`src/rtl/draw_char_16x16_if.sv`:
```
// VGA pixel-stream bundle passed between pipeline stages: position, timing and colour.
// The producer uses the master modport and the consumer uses the slave modport.
interface draw_char_16x16_if;
   logic [10:0] hcount;
   logic [10:0] vcount;
   logic        hsync;
   logic        vsync;
   logic        hblnk;
   logic        vblnk;
   logic [11:0] rgb;

   modport master (output hcount, vcount, hsync, vsync, hblnk, vblnk, rgb);
   modport slave  (input  hcount, vcount, hsync, vsync, hblnk, vblnk, rgb);
endinterface

```
`src/rtl/draw_char_16x16.sv`:
```
// Text overlay: a 16x16 page of 8x16 glyphs drawn into the VGA stream with a two-cycle pipeline.
// Stage 1 addresses the char map and font ROM; stage 2 meets the returned glyph row.
module draw_char_16x16 #(
   parameter int          X_POS  = 100,
   parameter int          Y_POS  = 50,
   parameter logic [11:0] FG_RGB = 12'hfff
) (
   input  logic                     clk,
   input  logic                     rst,
   draw_char_16x16_if.slave         vga_in,
   draw_char_16x16_if.master        vga_out,
   input  logic [7:0]               char_pixels,
   output logic [7:0]               char_xy,
   output logic [3:0]               char_line
);
   localparam logic [10:0] X_LO = 11'(X_POS);
   localparam logic [10:0] X_HI = 11'(X_POS + 128);
   localparam logic [10:0] Y_LO = 11'(Y_POS);
   localparam logic [10:0] Y_HI = 11'(Y_POS + 256);

   logic [10:0] rel_x, rel_y;
   logic        in_box;

   // rel values wrap below the box origin; in_box masks that case out
   assign rel_x  = vga_in.hcount - X_LO;
   assign rel_y  = vga_in.vcount - Y_LO;
   assign in_box = (vga_in.hcount >= X_LO) && (vga_in.hcount < X_HI) &&
                   (vga_in.vcount >= Y_LO) && (vga_in.vcount < Y_HI) &&
                   !vga_in.hblnk && !vga_in.vblnk;

   logic [10:0] hcount_d1_reg, vcount_d1_reg, hcount_d2_reg, vcount_d2_reg;
   logic        hsync_d1_reg, vsync_d1_reg, hblnk_d1_reg, vblnk_d1_reg;
   logic        hsync_d2_reg, vsync_d2_reg, hblnk_d2_reg, vblnk_d2_reg;
   logic [11:0] rgb_d1_reg, rgb_d2_reg;
   logic [2:0]  bitsel_d1_reg, bitsel_d2_reg;
   logic        in_box_d1_reg, in_box_d2_reg;
   logic [7:0]  char_xy_reg;
   logic [3:0]  char_line_reg;

   always_ff @(posedge clk or posedge rst) begin
      if (rst) begin
         hcount_d1_reg <= '0;
         vcount_d1_reg <= '0;
         hsync_d1_reg  <= 1'b0;
         vsync_d1_reg  <= 1'b0;
         hblnk_d1_reg  <= 1'b0;
         vblnk_d1_reg  <= 1'b0;
         rgb_d1_reg    <= '0;
         bitsel_d1_reg <= '0;
         in_box_d1_reg <= 1'b0;
         char_xy_reg   <= '0;
         char_line_reg <= '0;
         hcount_d2_reg <= '0;
         vcount_d2_reg <= '0;
         hsync_d2_reg  <= 1'b0;
         vsync_d2_reg  <= 1'b0;
         hblnk_d2_reg  <= 1'b0;
         vblnk_d2_reg  <= 1'b0;
         rgb_d2_reg    <= '0;
         bitsel_d2_reg <= '0;
         in_box_d2_reg <= 1'b0;
      end else begin
         hcount_d1_reg <= vga_in.hcount;
         vcount_d1_reg <= vga_in.vcount;
         hsync_d1_reg  <= vga_in.hsync;
         vsync_d1_reg  <= vga_in.vsync;
         hblnk_d1_reg  <= vga_in.hblnk;
         vblnk_d1_reg  <= vga_in.vblnk;
         rgb_d1_reg    <= vga_in.rgb;
         bitsel_d1_reg <= rel_x[2:0];
         in_box_d1_reg <= in_box;
         char_xy_reg   <= {rel_y[7:4], rel_x[6:3]};
         char_line_reg <= rel_y[3:0];
         hcount_d2_reg <= hcount_d1_reg;
         vcount_d2_reg <= vcount_d1_reg;
         hsync_d2_reg  <= hsync_d1_reg;
         vsync_d2_reg  <= vsync_d1_reg;
         hblnk_d2_reg  <= hblnk_d1_reg;
         vblnk_d2_reg  <= vblnk_d1_reg;
         rgb_d2_reg    <= rgb_d1_reg;
         bitsel_d2_reg <= bitsel_d1_reg;
         in_box_d2_reg <= in_box_d1_reg;
      end
   end

   // char_pixels arrives from the registered font ROM in step with the stage-2 registers
   logic pixel_on;
   assign pixel_on = in_box_d2_reg && char_pixels[3'd7 - bitsel_d2_reg];

   assign char_xy        = char_xy_reg;
   assign char_line      = char_line_reg;
   assign vga_out.hcount = hcount_d2_reg;
   assign vga_out.vcount = vcount_d2_reg;
   assign vga_out.hsync  = hsync_d2_reg;
   assign vga_out.vsync  = vsync_d2_reg;
   assign vga_out.hblnk  = hblnk_d2_reg;
   assign vga_out.vblnk  = vblnk_d2_reg;
   assign vga_out.rgb    = pixel_on ? FG_RGB : rgb_d2_reg;
endmodule

```
`src/flat_wrapper.sv`:
```
// flat-port wrapper written by rule: the top's interface ports become plain ports
module draw_char_16x16_flat 
#(
   parameter int          X_POS  = 100,
   parameter int          Y_POS  = 50,
   parameter logic [11:0] FG_RGB = 12'hfff
)
  (clk, rst, char_pixels, char_xy, char_line, vga_in_hcount, vga_in_vcount, vga_in_hsync, vga_in_vsync, vga_in_hblnk, vga_in_vblnk, vga_in_rgb, vga_out_hcount, vga_out_vcount, vga_out_hsync, vga_out_vsync, vga_out_hblnk, vga_out_vblnk, vga_out_rgb);
  draw_char_16x16_if vga_in_i ();
  draw_char_16x16_if vga_out_i ();
  input  logic clk;
  input  logic rst;
  input  logic [7:0] char_pixels;
  output logic [7:0] char_xy;
  output logic [3:0] char_line;
  input wire logic [$bits(vga_in_i.hcount)-1:0] vga_in_hcount;
  input wire logic [$bits(vga_in_i.vcount)-1:0] vga_in_vcount;
  input wire logic [$bits(vga_in_i.hsync)-1:0] vga_in_hsync;
  input wire logic [$bits(vga_in_i.vsync)-1:0] vga_in_vsync;
  input wire logic [$bits(vga_in_i.hblnk)-1:0] vga_in_hblnk;
  input wire logic [$bits(vga_in_i.vblnk)-1:0] vga_in_vblnk;
  input wire logic [$bits(vga_in_i.rgb)-1:0] vga_in_rgb;
  output wire logic [$bits(vga_out_i.hcount)-1:0] vga_out_hcount;
  output wire logic [$bits(vga_out_i.vcount)-1:0] vga_out_vcount;
  output wire logic [$bits(vga_out_i.hsync)-1:0] vga_out_hsync;
  output wire logic [$bits(vga_out_i.vsync)-1:0] vga_out_vsync;
  output wire logic [$bits(vga_out_i.hblnk)-1:0] vga_out_hblnk;
  output wire logic [$bits(vga_out_i.vblnk)-1:0] vga_out_vblnk;
  output wire logic [$bits(vga_out_i.rgb)-1:0] vga_out_rgb;
  assign vga_in_i.hcount = vga_in_hcount;
  assign vga_in_i.vcount = vga_in_vcount;
  assign vga_in_i.hsync = vga_in_hsync;
  assign vga_in_i.vsync = vga_in_vsync;
  assign vga_in_i.hblnk = vga_in_hblnk;
  assign vga_in_i.vblnk = vga_in_vblnk;
  assign vga_in_i.rgb = vga_in_rgb;
  assign vga_out_hcount = vga_out_i.hcount;
  assign vga_out_vcount = vga_out_i.vcount;
  assign vga_out_hsync = vga_out_i.hsync;
  assign vga_out_vsync = vga_out_i.vsync;
  assign vga_out_hblnk = vga_out_i.hblnk;
  assign vga_out_vblnk = vga_out_i.vblnk;
  assign vga_out_rgb = vga_out_i.rgb;
  draw_char_16x16 #(.X_POS(X_POS), .Y_POS(Y_POS), .FG_RGB(FG_RGB)) u_core (.clk(clk), .rst(rst), .vga_in(vga_in_i), .vga_out(vga_out_i), .char_pixels(char_pixels), .char_xy(char_xy), .char_line(char_line));
endmodule
```
`config.mk`:
```
export PLATFORM = sky130hd
export DESIGN_NAME = draw_char_16x16_flat
export DESIGN_NICKNAME = d
export VERILOG_FILES = /design/src/rtl/draw_char_16x16_if.sv /design/src/rtl/draw_char_16x16.sv /design/src/flat_wrapper.sv
export SDC_FILE = /design/constraint.sdc
export NUM_CORES = 1
export LEC_CHECK = 0
export ABC_AREA = 1
export BUFFER_PORTS_ARGS = -buffer_cell sky130_fd_sc_hd__buf_2
export CAP_MARGIN = 10
export CELL_PAD_IN_SITES_DETAIL_PLACEMENT = 0
export CELL_PAD_IN_SITES_GLOBAL_PLACEMENT = 2
export CORE_MARGIN = 1
export CORE_UTILIZATION = 34
export CTS_CLUSTER_SIZE = 20
export DETAILED_ROUTE_END_ITERATION = 6
export PLACE_DENSITY_LB_ADDON = 0.05
export SYNTH_ARGS = -nofsm -noshare
export SYNTH_HDL_FRONTEND = slang
export SYNTH_SLANG_ARGS = --single-unit
```
`constraint.sdc`:
```
create_clock -name clk -period 5.35 [get_ports clk]
set_clock_uncertainty 0.05 [all_clocks]
set_input_delay 0.2675 -clock clk [delete_from_list [all_inputs] [get_ports clk]]
set_output_delay 0.2675 -clock clk [all_outputs]
set_load 0.01 [all_outputs]
```
==> results of run 1 <==
[per-layer routing]
| metal | vias to the layer above | part of all wire (%) | track usage [%] |
|---|---|---|---|
| met2 | 58 | 48 | 20.2 |
| met3 | 4 | 7.0 | 5.04 |
| met4 | 0 | 0.90 | 4.23 |
| li1 | 888 | - | - |
| met5 | - | 0 | 0 |
| met1 | 847 | 44 | 15.6 |
[timing repair]
| item | in CTS | in global routing |
|---|---|---|
| hold buffers | 30 | 1 |
| setup endpoints to repair | 0 | 0 |
| endpoints found under the hold margin | 58 | 1 |
[logic make-up after synthesis]
logic type	synth area share, %
xor gates and xnor gates	1.85
and+or+nand+nor	9.35
DFF	80.2
buffers and inverters	6.08
adders and majority gates	1.76
AOI/OAI and AO/OA	0.705
[power by group through the flow]
stage	Sequential, mW	Combinational (mW)	Clock (mW)
CTS	0.735	0.117	0.521
floorplan	0.757	0.0375	0
detailed placement	0.748	0.0993	0
global route	0.738	0.130	0.547
global placement	0.747	0.0997	0
finish	0.734	0.114	0.500
[Yosys cell counts, drive strengths merged]
master  count
nand2      33
nor2       16
xor2        4
nor3        1
a21oi       2
nand3b      2
xnor2       2
o21ai       2
nand3      10
nand4       1
dfrtp      91
ha          4
buf         4
inv        37
[cell type report]
class | count | area, sq um
fillers | 731 | 3930
flip-flops and latches | 91 | 2280
repair buffers | 129 | 803
multi-input cells | 77 | 388
inverters | 37 | 141
well taps | 102 | 128
clock buffers | 9 | 124
clock inverters | 7 | 98.8
[placed cells by master (no fill, tap or decap), types with 2 or more instances in the layout]
cell type	count
sky130_fd_sc_hd__xnor2_1	2
sky130_fd_sc_hd__bufinv_16	2
sky130_fd_sc_hd__buf_2	97
sky130_fd_sc_hd__nand3b_1	2
sky130_fd_sc_hd__inv_6	2
sky130_fd_sc_hd__clkbuf_8	9
sky130_fd_sc_hd__a21oi_1	2
sky130_fd_sc_hd__o21ai_0	2
sky130_fd_sc_hd__nor2_1	16
sky130_fd_sc_hd__ha_1	4
sky130_fd_sc_hd__inv_1	35
sky130_fd_sc_hd__nand3_1	9
sky130_fd_sc_hd__dlygate4sd3_1	31
sky130_fd_sc_hd__nand2_1	33
sky130_fd_sc_hd__dfrtp_1	91
sky130_fd_sc_hd__xor2_1	4
[worst max path at each step]
stage,startpoint,to,slack (ns),cells past startpoint
after CTS,u_core.vga_out.hcount[0],vga_out_rgb[10],3.45,7
after detailed placement,u_core.vga_out.hcount[0],vga_out_rgb[10],3.83,7
after floorplan,rst,u_core.bitsel_d1_reg[2],2.67,1
after global placement,u_core.vga_out.hcount[0],vga_out_rgb[10],3.86,7
final,u_core.vga_out.hcount[0],vga_out_rgb[10],3.49,7
after global routing,u_core.vga_out.hcount[0],vga_out_rgb[6],3.29,7
[worst max-delay path: cells and delay by family, from the launching register on]
kind                   cells  cell delay [ns]
DFF                        1             0.45
and+or+nand+nor            6             0.61
buffers and inverters      1             0.13
==> results.md, run 1 <==
- For this configuration, the core starts out at a cell density of 36.0%.
- Setup violations remaining at the end of the flow were counted as 0.
- The initial antenna violation count is 0.
- The setup path with the least slack is of type reg -> out.
- Max-cap violations in this run came to 0.
- Detailed placement ended at an HPWL of 3440 microns.
- After detailed routing, the number of vias per cell comes to 3.98.
- The share of synthesized area in the top cell type comes to 80.2%.
- At the placement stage, the worst setup path has a slack of 3.83 ns.
- On the worst path, the slowest cell contributes a delay of 0.45 ns.
- The total DRC errors in the routed layout is 0.
- The static leakage is 2.09 nW.
- The worst register-to-register path has a depth of 0.
- The placement-stage cell area is 3430 sq um.
- The total vias in the final route is 1797.
- The flow ran to the end, and the final reports show no timing, DRC or antenna violations.
- Compared with the post-synthesis result, the final layout area differs by 39.6%.
- The portion of the clock cycle consumed by the worst path in the final layout is 34.7%.
- The via count of the first global-routing pass came to 1885.
- The site row count is 32.
- The die span in y is 93.4 microns.
- The clock latency on the worst-skew pair is 0.34 ns.
- The share of synthesized area occupied by flip-flops and latches is 80.2%.
- The final core area utilization is 50.2%.
- The highest clock rate is 0.539 GHz.
- The wire length of the first global-routing pass is 8340 microns.
- The overall die width is 93.4 microns.
- Gates resized during post-CTS repair numbered 0.
- For this design the total switching power over the nets is 0.304 mW.
- After routing the design area is 3960 sq um.
- The worst hold slack across all endpoints is 0.0311 ns.
- The synthesized net count is 261.
- The post-synthesis register bit count is 91.
- Buffers placed on the I/O ports in this run total 97.
- For this run, the post-layout net count is 397.
- Yosys attributes the largest share of cell area to sky130_fd_sc_hd__dfrtp_1 (80%), sky130_fd_sc_hd__inv_1 (4.8%), sky130_fd_sc_hd__nand2_1 (4.4%), sky130_fd_sc_hd__nor2_1 (2.1%), sky130_fd_sc_hd__ha_1 (1.8%).
- The master cell of the clock root buffer is sky130_fd_sc_hd__clkbuf_8.
- The biggest area contributor in the post-synthesis netlist is sky130_fd_sc_hd__dfrtp_1.
- STA classifies the critical path endpoint as an output pin.
- The number of synthesis warnings is 0.
- The total negative slack for setup checks is 0 ns.
- The min-delay analysis places its worst path in the category in -> reg.
- The minimum setup slack in the final design is 3.49 ns.
- The number of hold violations in the final report is 0.
- The count of antenna-violating nets left after detailed routing is 0.
- The area inside the core boundary is 7890 sq um.
- The clock tree buffer depth is 2.
- The startpoint identified for the worst hold timing path is vga_in_vcount[4].
- Before antenna repair, the detailed router went through 4 iterations.
- The worst slew margin relative to its limit is 49.8%.
- In this run the worst path has a maximum fanout of 12.
- The completed layout was analyzed and its total power is 1.35 mW.
- In this run the register-to-register setup slack is 4.81 ns.
- The relative contribution of sequential cells to total power is 54.4%.
- The cell count after placement is 405.
- The total clock sinks is 91.
- Synthesis handed over a netlist of 209 instances.
- In this run the post-CTS setup repair buffer count came out at 0.
- At the pin with the least slew margin, the transition time is 0.753 ns.
- The worst path arrival time is 1.54 ns.
- TritonCTS built the clock tree.
- The cell area that synthesis handed to floorplanning was 2840 sq um.
- The standard cell with the maximum stage delay on the critical path is sky130_fd_sc_hd__dfrtp_1.
- The switching part of the total is 22.6%.
- The first routing iteration left 69 violations.
- The number of top-level pins is 98.
- The clock network fraction of design power is 37.1%.
- In this run the power density over the cells is 341 nW/um^2.
- After synthesis, the mean cell area works out to 13.6 sq um.
- The max-slew violation count is 0.
- The worst register-to-register path ends at u_core.vga_out.vcount[0].
- 0 antenna diodes ended up in the layout.
- The die covers 8720 sq um.
- The number of cells on the worst hold path is 1.
- Entering global routing, the biggest net connects 63 pins.
- The worst-case IR drop observed on VDD is 165 uV.
- The H-tree generated during clock tree synthesis spans 3 levels.
- The start of the worst register-to-register path is u_core.vcount_d1_reg[0].
- TritonCTS created 9 clock buffers.
- Cells with a size suffix above 1 make up 33.4% of the layout.
- Per report_power, the combinational group accounts for 8.5% of the total.
- The total wire length after detailed routing is 5000 microns.
- The unique cell type count in the Yosys netlist is 17.
- The global-route total usage across every layer is 12.6%.
- In the final routed layout, each cell accounts on average for 11.1 microns.
- The internal power of the cells is 1.04 mW.
- Setup repair after global routing left no endpoint under its margin.
- The critical path goes through nor2_1, nor2_1, nand2_1, nand3b_1, nand3_2, nand2_1, buf_2.
- After the flow finishes, the layout carries non-filler instances totaling 452.
- After clock tree synthesis, the clock-pin slew on the worst setup and hold paths is 0.09 ns.
- STA puts the critical path data required time at 5.03 ns.
- Summed over all layers, the global routing overflow is 0.
- The path with the worst hold slack has its endpoint at u_core.vcount_d1_reg[4].
- The smallest clock period supported by the final layout is computed as 1.86 ns.
- STA classifies the critical path startpoint as a register.
- The weighted congestion at the end of routability-driven global placement is 0.695.
Power figures use the tool's default switching activity.
==> inputs of run 2 (changes only) <==
--- a/config.mk
+++ b/config.mk
@@ -5,13 +5,13 @@
 export SDC_FILE = /design/constraint.sdc
 export NUM_CORES = 1
 export LEC_CHECK = 0
-export ABC_AREA = 1
+export ABC_AREA = 0
 export BUFFER_PORTS_ARGS = -buffer_cell sky130_fd_sc_hd__buf_2
 export CAP_MARGIN = 10
 export CELL_PAD_IN_SITES_DETAIL_PLACEMENT = 0
 export CELL_PAD_IN_SITES_GLOBAL_PLACEMENT = 2
 export CORE_MARGIN = 1
-export CORE_UTILIZATION = 34
+export CORE_UTILIZATION = 30
 export CTS_CLUSTER_SIZE = 20
 export DETAILED_ROUTE_END_ITERATION = 6
 export PLACE_DENSITY_LB_ADDON = 0.05
==> constraint.sdc (replaced) <==
create_clock -name clk -period 1.5 [get_ports clk]
set_clock_uncertainty 0.05 [all_clocks]
set_input_delay 0.075 -clock clk [delete_from_list [all_inputs] [get_ports clk]]
set_output_delay 0.075 -clock clk [all_outputs]
set_load 0.01 [all_outputs]
==> run 2 against run 1 <==
The run now ends with DRC, setup timing left. Count of clock-buffer cells in the layout grew 1. Flip-flop and latch count is the same. First-iteration DRC count shrank 48%. Synthesized area shrank 3.0%. Die area grew 9.8%. Critical endpoint is now vga_out_rgb[11]. Largest cell class unchanged. Highest routed layer unchanged.
==> results.md, run 2 <==
- The routed length per placed instance is 12.8 microns (+16%).
- The static leakage is 2.03 nW (-2.9%).
- The share of Yosys cell area claimed by the top area cell type is 82.7% (+2.4 points).
- The master cell of the clock root buffer is sky130_fd_sc_hd__clkbuf_8.
- The number of buffers created by CTS is 9 (unchanged).
- The leftover overflow at the end of global routing came to 0 (unchanged).
- The number of hold violations in the final report was 0 (unchanged).
- The mapped cell area is 2750 sq um (-3.0%).
- The synthesis-to-finish area growth is 50.0%.
- The die span in y is 97.8 microns (+4.8%).
- The post-synthesis register bit count is 91 (unchanged).
- The clock tree from TritonCTS is done.
- The post-route minimum period is 1.89 ns.
- The total vias in the final route was 1698 (-5.5%).
- The layout cell share with drive strength beyond 1 was 43.7% (+10 points).
- The async set-reset flop share out of synthesis is 100% (unchanged).
- The count of nets after finishing came to 363 (-8.6%).
- The diode insertion count for antenna repair is 0 (unchanged).
- The power per cell area is 1180 nW/um^2 (+250%).
- The via-per-instance ratio is 4.00 (+0.73%).
- The total DRC errors in the routed layout is 14 (+14).
- The clock slew at the register clock pins of the worst setup and hold paths is 0.08 ns (about the same).
- The flip-flop and latch area was 2280 sq um (unchanged).
- The count of buffers inserted at the top-level ports came to 97 (unchanged).
- The count of max-cap constraint violations is 0 (unchanged).
- The area used by multi-input combinational logic came to 484 sq um (+25%).
- The sum of net half-perimeters after detailed placement is 3430 microns (-0.17%).
- The max-slew violation count came to 0 (unchanged).
- By area the synthesized netlist is led by sky130_fd_sc_hd__dfrtp_1 (83%), sky130_fd_sc_hd__nand2b_1 (2.5%), sky130_fd_sc_hd__ha_1 (1.8%), sky130_fd_sc_hd__xnor2_1 (1.3%), sky130_fd_sc_hd__inv_1 (1.2%).
- Summed over all instances, the cell type with the most area after synthesis is sky130_fd_sc_hd__dfrtp_1.
- The highest net fanout along the worst path is 6 (-6).
- The run finished, with violations left.
- The destination of the worst register-to-register timing path is u_core.vga_out.vcount[0].
- The worst setup path is launched from a register.
- The wire length of the first global-routing pass is 8920 microns (+6.9%).
- The minimum setup slack in the final design is -0.390 ns (-3.88 ns).
- The total number of H-tree levels is 3 (unchanged).
- The number of cells on the worst hold path is 4 (+3).
- The startpoint of the most critical hold path is vga_in_vcount[2].
- The unique cell type count in the Yosys netlist is 27 (+10).
- The violation count after the first detailed-route iteration is 36 (-48%).
- The initial antenna violation count is 0 (unchanged).
- The worst slew margin relative to its limit is 68.6% (+19 points).
- The share of synthesized area occupied by flip-flops and latches is 82.7% (+2.4 points).
- The count of antenna-violating nets left after detailed routing is 0 (unchanged).
- In this run the worst hold path is classified as in -> reg.
- The number of synthesized flops with an enable pin is 0 (unchanged).
- The site row count was 34 (+6.3%).
- The number of iterations in the first detailed-routing pass is 6 (+2).
- The area inside the core boundary is 8810 sq um (+12%).
- The final core area utilization is 46.9% (-3.3 points).
- The start of the worst register-to-register path is u_core.vcount_d1_reg[0].
- Setup repair after global routing could not meet its margin everywhere.
- The worst path arrival time is 1.77 ns (+0.23 ns).
- The required time of the worst setup path is 1.37 ns (-3.66 ns).
- The slew at the pin closest to its max-slew limit is 0.471 ns (-0.282 ns).
- The total clock sinks is 91 (unchanged).
- The top cell types in the final layout, fill and taps aside, are sky130_fd_sc_hd__buf_2 (96), sky130_fd_sc_hd__dfrtp_1 (91), sky130_fd_sc_hd__dlygate4sd3_1 (40), sky130_fd_sc_hd__nand2b_1 (10), sky130_fd_sc_hd__clkbuf_8 (10).
- The initial core utilization is 31.3% (-4.7 points).
- The number of synthesis warnings is 0 (unchanged).
- The instance count of the mapped netlist is 157 (-25%).
- The maximum number of pins on one net before global-route repair came to 92 (+46%).
- The area enclosed by the die boundary is 9570 sq um (+9.8%).
- Among all cell types in the netlist, the one instantiated most often is sky130_fd_sc_hd__dfrtp_1.
- The global-route total usage across every layer was 12.4% (-0.24 points).
- The classification of the worst setup path is reg -> out.
- The clock latency on the worst-skew pair is 0.34 ns (about the same).
- The type of element capturing the critical path is an output pin.
- Ranked by instance count, the synthesized netlist is headed by sky130_fd_sc_hd__dfrtp_1 (91), sky130_fd_sc_hd__nand2b_1 (11), sky130_fd_sc_hd__inv_1 (9).
- The overall die width is 97.8 microns (+4.8%).
- The synthesized net count came to 209 (-20%).
- The library cell used most frequently in the layout, excluding fill and tap cells, is sky130_fd_sc_hd__buf_2.
- The internal reg-to-reg setup slack is 0.95 ns (-3.86 ns).
- The final count of negative-setup-slack endpoints came to 12 (+12).
- The weighted congestion at the end of routability-driven global placement is 0.713 (+2.6%).
- The count of cells along the worst register-to-register path is 0 (unchanged).
- The via count of the first global-routing pass is 1818 (-3.6%).
- The pre-CTS setup slack is -0.159 ns (-3.99 ns).
- The leading register cell type out of synthesis is sky130_fd_sc_hd__dfrtp_1.
- The number of fill cells in the layout is 821 (+12%).
- The end point of the most critical hold path is u_core.char_line[2].
- The mean post-synth cell area is 17.5 sq um (+29%).
- Derived from the worst setup path, the maximum achievable clock frequency is 0.529 GHz.
- The largest voltage drop on the vdd net is 524 uV (+220%).
- Dividing the final minimum period by the clock period gives 126%.
- The clock tree buffer depth is 2 (unchanged).
- The checks that failed: DRC, setup timing.
- The number of top-level pins is 98 (unchanged).
- The total wire length after detailed routing is 5440 microns (+8.9%).
[run 2: changes by cell type after synthesis, moves of 8 or more]
cell and delta:
sky130_fd_sc_hd__nand2b_1 +11, sky130_fd_sc_hd__inv_1 -27, sky130_fd_sc_hd__nor2_1 -12, sky130_fd_sc_hd__nand2_1 -29, sky130_fd_sc_hd__nand3_1 -8
[run 2: worst max path at each step]
stage                     slack, ns                      from               to  depth (start not counted)
after floorplan                0.02  u_core.vga_out.hcount[1]  vga_out_rgb[10]                          5
after global placement        -0.11   u_core.bitsel_d2_reg[2]   vga_out_rgb[8]                          5
after detailed placement      -0.16   u_core.bitsel_d2_reg[2]   vga_out_rgb[5]                          5
after CTS                     -0.44  u_core.vga_out.hcount[1]   vga_out_rgb[6]                          5
after global routing          -0.50  u_core.vga_out.hcount[1]   vga_out_rgb[0]                          5
final                         -0.39  u_core.vga_out.hcount[1]  vga_out_rgb[11]                          5
[run 2: power by group]
group	total [mW]	internal, mW	switching (mW)
combinational	0.459	0.236	0.222
sequential	2.62	2.58	0.0363
clock	1.81	0.987	0.818
[run 2: kinds of logic after synthesis]
logic type	Yosys count	share of synthesized area (%)
and+or+nand+nor	30	6.68
DFF	91	82.7
xor gates and xnor gates	7	2.23
AOI/OAI and AO/OA	8	2.14
adders and majority gates	4	1.82
muxes	4	2.00
buffers and inverters	13	2.45
[run 2: through the flow]
stage	hold slack [ns]	std cells	total power, mW	TNS, ns	area (sq um)
after floorplan	0.0564	157	2.82	0	2760
after global placement	0.133	366	3.03	-1.34	3420
after detailed placement	0.135	366	3.03	-1.84	3420
after CTS	0.0208	424	4.98	-5.12	4110
after global routing	0.0579	424	5.12	-5.82	4130
final	0.0425	424	4.88	-4.52	4130
[run 2: worst max-delay path: stages, from the launching register on]
cell                       delay (ns)
sky130_fd_sc_hd__dfrtp_1         0.37
sky130_fd_sc_hd__mux4_2          0.49
sky130_fd_sc_hd__nand2b_4        0.18
sky130_fd_sc_hd__o211ai_4        0.15
sky130_fd_sc_hd__nand2b_1        0.09
sky130_fd_sc_hd__buf_2           0.14
[run 2: layout make-up]
type	count	area share (%)
Clock buffer	10	3.33
Clock inverter	6	2.12
Inverter	9	0.909
Multi-Input combinational cell	54	11.7
Sequential cell	91	55.1
Tap cell	108	3.27
Timing Repair Buffer	146	23.5
[run 2: layer usage]
metal  vias up  wire (microns)  global-route usage [%]
li1        806               -                       -
met1       830            2390                    15.0
met2        54            2690                    20.5
met3         8             267                    3.44
met4         0              91                    6.29
met5         -               0                       0
[run 2: what timing repair did]
action                                  4_1_cts  5_1_grt
endpoints found under the hold margin       139        0
gates resized for setup                       7        5
hold buffers                                 40        0
pin swaps                                     2        3
endpoints found under the setup margin       12       13
buffers inserted                              1        0
cloned                                        1        0
==> inputs of run 3 (changes only) <==
--- a/config.mk
+++ b/config.mk
@@ -7,9 +7,9 @@
 export LEC_CHECK = 0
 export ABC_AREA = 0
 export BUFFER_PORTS_ARGS = -buffer_cell sky130_fd_sc_hd__buf_2
-export CAP_MARGIN = 10
 export CELL_PAD_IN_SITES_DETAIL_PLACEMENT = 0
 export CELL_PAD_IN_SITES_GLOBAL_PLACEMENT = 2
+export CORE_ASPECT_RATIO = 0.9
 export CORE_MARGIN = 1
 export CORE_UTILIZATION = 30
 export CTS_CLUSTER_SIZE = 20
==> run 3 against run 2 <==
The run ends with setup timing left. Non-clock buffer count did not move. Total power grew 4.6%. Global-route usage fell by 0.22 points. Die area about the same. Largest cell class unchanged.
==> results.md, run 3 (synthesis results as in run 2) <==
- The worst slew margin relative to its limit is 69.0% (+0.41 points).
- The layout cell share with drive strength beyond 1 is 43.4% (-0.32 points).
- The initial antenna violation count is 0 (unchanged).
- The initial core utilization is 31.6% (+0.28 points).
- The number of iterations in the first detailed-routing pass is 4 (-2).
- The critical path is of the reg -> out type.
- The diode insertion count for antenna repair came to 0 (unchanged).
- The violation count after the first detailed-route iteration is 25 (-31%).
- The weighted congestion at the end of routability-driven global placement is 0.677 (-5.0%).
- The count of buffers inserted at the top-level ports came to 97 (unchanged).
- Among all stages on the critical path, the largest delay is contributed by sky130_fd_sc_hd__mux4_2.
- The top cell family by delay on the critical path is multiplexers.
- The count of buffer and inverter cells on the critical path is 1 (unchanged).
- The max-slew violation count is 0 (unchanged).
- Setup repair after global routing could not meet its margin everywhere.
- The total DRC errors in the routed layout is 0 (-14).
- The die span in y is 92.9 microns (-5.0%).
- The final instance area came to 4210 sq um (+1.8%).
- The clock slew at the register clock pins of the worst setup and hold paths is 0.09 ns (about the same).
- The number of fill cells in the layout is 810 (-1.3%).
- The flow ran to the end, but the final reports show violations.
- The largest voltage drop on the vdd net is 558 uV (+6.4%).
- The required time of the worst setup path is 1.37 ns (about the same).
- The area inside the core boundary was 8730 sq um (-0.88%).
- The minimum setup slack in the final design is -0.421 ns (-0.0309 ns).
- The count of max-cap constraint violations is 0 (unchanged).
- Walking the worst path, the cells encountered are mux4_2, nand2b_4, o211ai_4, nand2b_1, buf_2.
- The commonest non-fill, non-tap cell in the layout is sky130_fd_sc_hd__buf_2.
- The static leakage is 2.04 nW (+0.82%).
- The flip-flop and latch area came to 2280 sq um (unchanged).
- The via-per-instance ratio is 3.89 (-2.9%).
- The routed length per placed instance is 12.2 microns (-4.9%).
- The master cell of the clock root buffer is sky130_fd_sc_hd__clkbuf_8.
- The power per cell area is 1210 nW/um^2 (+2.8%).
- The placement-stage cell area is 3430 sq um (+0.40%).
- In the layout the commonest cells are sky130_fd_sc_hd__buf_2 (95), sky130_fd_sc_hd__dfrtp_1 (91), sky130_fd_sc_hd__dlygate4sd3_1 (39), sky130_fd_sc_hd__clkbuf_8 (11), sky130_fd_sc_hd__nand2b_1 (10).
- The checks that failed: setup timing.
- The clock latency on the worst-skew pair is 0.34 ns (about the same).
- The post-route minimum period was 1.92 ns (+0.0309 ns).
- The launching element type of the critical path is a register.
- The clock tree buffer depth came to 2 (unchanged).
- The count of antenna-violating nets left after detailed routing is 0 (unchanged).
- The slew at the pin closest to its max-slew limit was 0.465 ns (-0.00620 ns).
- The final count of negative-setup-slack endpoints is 12 (unchanged).
- The number of buffers created by CTS is 9 (unchanged).
- The maximum number of pins on one net before global-route repair is 92 (unchanged).
- The total clock sinks is 91 (unchanged).
- The overall die width was 103 microns (+5.3%).
- The wire length of the first global-routing pass is 8420 microns (-5.6%).
- The worst setup path is captured at an output pin.
- The leftover overflow at the end of global routing is 0 (unchanged).
- The portion of the clock cycle consumed by the worst path in the final layout came to 128% (+2.1 points).
- The area enclosed by the die boundary was 9570 sq um (about the same).
- Relative to the synthesized area, the layout overhead comes to 52.7%.
- The count of nets after finishing is 363 (unchanged).
- The site row count is 32 (-5.9%).
- The highest clock rate is 0.521 GHz (-1.6%).
- The area used by multi-input combinational logic is 505 sq um (+4.4%).
- The sum of net half-perimeters after detailed placement is 3400 microns (-1.0%).
- The number of hold violations in the final report is 0 (unchanged).
- The highest cell delay on the worst timing path is 0.50 ns (about the same).
- The number of top-level pins is 98 (unchanged).
- The pre-CTS setup slack came to -0.144 ns (+0.0153 ns).
- The global-route total usage across every layer is 12.2% (-0.22 points).
- The worst path arrival time was 1.80 ns (+0.03 ns).
- The highest net fanout along the worst path was 6 (unchanged).
- The type of the worst min-delay path is in -> reg.
- The via count of the first global-routing pass is 1737 (-4.5%).
- The total number of H-tree levels was 3 (unchanged).
- The clock tree from TritonCTS is done.
- The total vias in the final route is 1692 (-0.35%).
- The total wire length after detailed routing is 5310 microns (-2.4%).
## run 3: repair_timing
action	4_1_cts	5_1_grt
gates cloned	1	0
setup endpoints to repair	12	13
hold buffers	40	0
pin swaps	2	3
gates resized for setup	7	7
hold endpoints to repair	140	0
buffers inserted	1	1
## run 3: tightest hold or removal path: cells and delay by family
family,cells,cell delay [ns]
buf+inv,3,0.21
fa+ha+maj,1,0.12
## run 3: through the flow
step	hold WS, ns	TNS, ns	std cells	util [%]	power (mW)
floorplan	0.0564	0	157	-	2.82
global placement	0.133	-1.16	377	39.3	3.03
detailed placement	0.134	-1.67	377	39.3	3.03
CTS	0.0128	-5.10	435	47.6	5.19
global route	0.0552	-6.05	435	48.2	5.36
finish	0.0291	-4.71	435	48.2	5.11
## run 3: cell type report
cell class,count,area share (%)
clock buffer,11,3.60
clock inverter,5,2.56
inverter,9,0.893
multi-input combinational,54,12.0
sequential,91,54.2
tap,119,3.54
timing repair buffer,146,23.2
## run 3: metal layers
metal  up-vias  track usage, %  routed length, microns
li1        808               -                       -
met1       825            14.8                    2280
met2        54            19.4                    2670
met3         5            5.13                     289
met4         0            3.87                      68
met5         -               0                       0
## run 3: final timing paths
kind,cells after the start,start,slack (ns),endpoint
setup / recovery,5,u_core.vga_out.hcount[1],-0.42,vga_out_rgb[10]
hold / removal,4,vga_in_vcount[2],0.03,u_core.char_line[2]
setup reg to reg,0,u_core.bitsel_d1_reg[2],0.96,u_core.bitsel_d2_reg[2]
hold reg to reg,0,u_core.hcount_d1_reg[8],0.29,u_core.vga_out.hcount[8]
max in group asynchronous,4,rst,0.70,u_core.char_xy[6]
min in group asynchronous,4,rst,0.33,u_core.rgb_d1_reg[0]
## run 3: where the power goes
group / switching (mW) / internal [mW] / leakage (nW)
sequential: 0.0350 / 2.58 / 1.07
clock: 0.818 / 1.21 / 0.130
combinational: 0.227 / 0.238 / 0.846
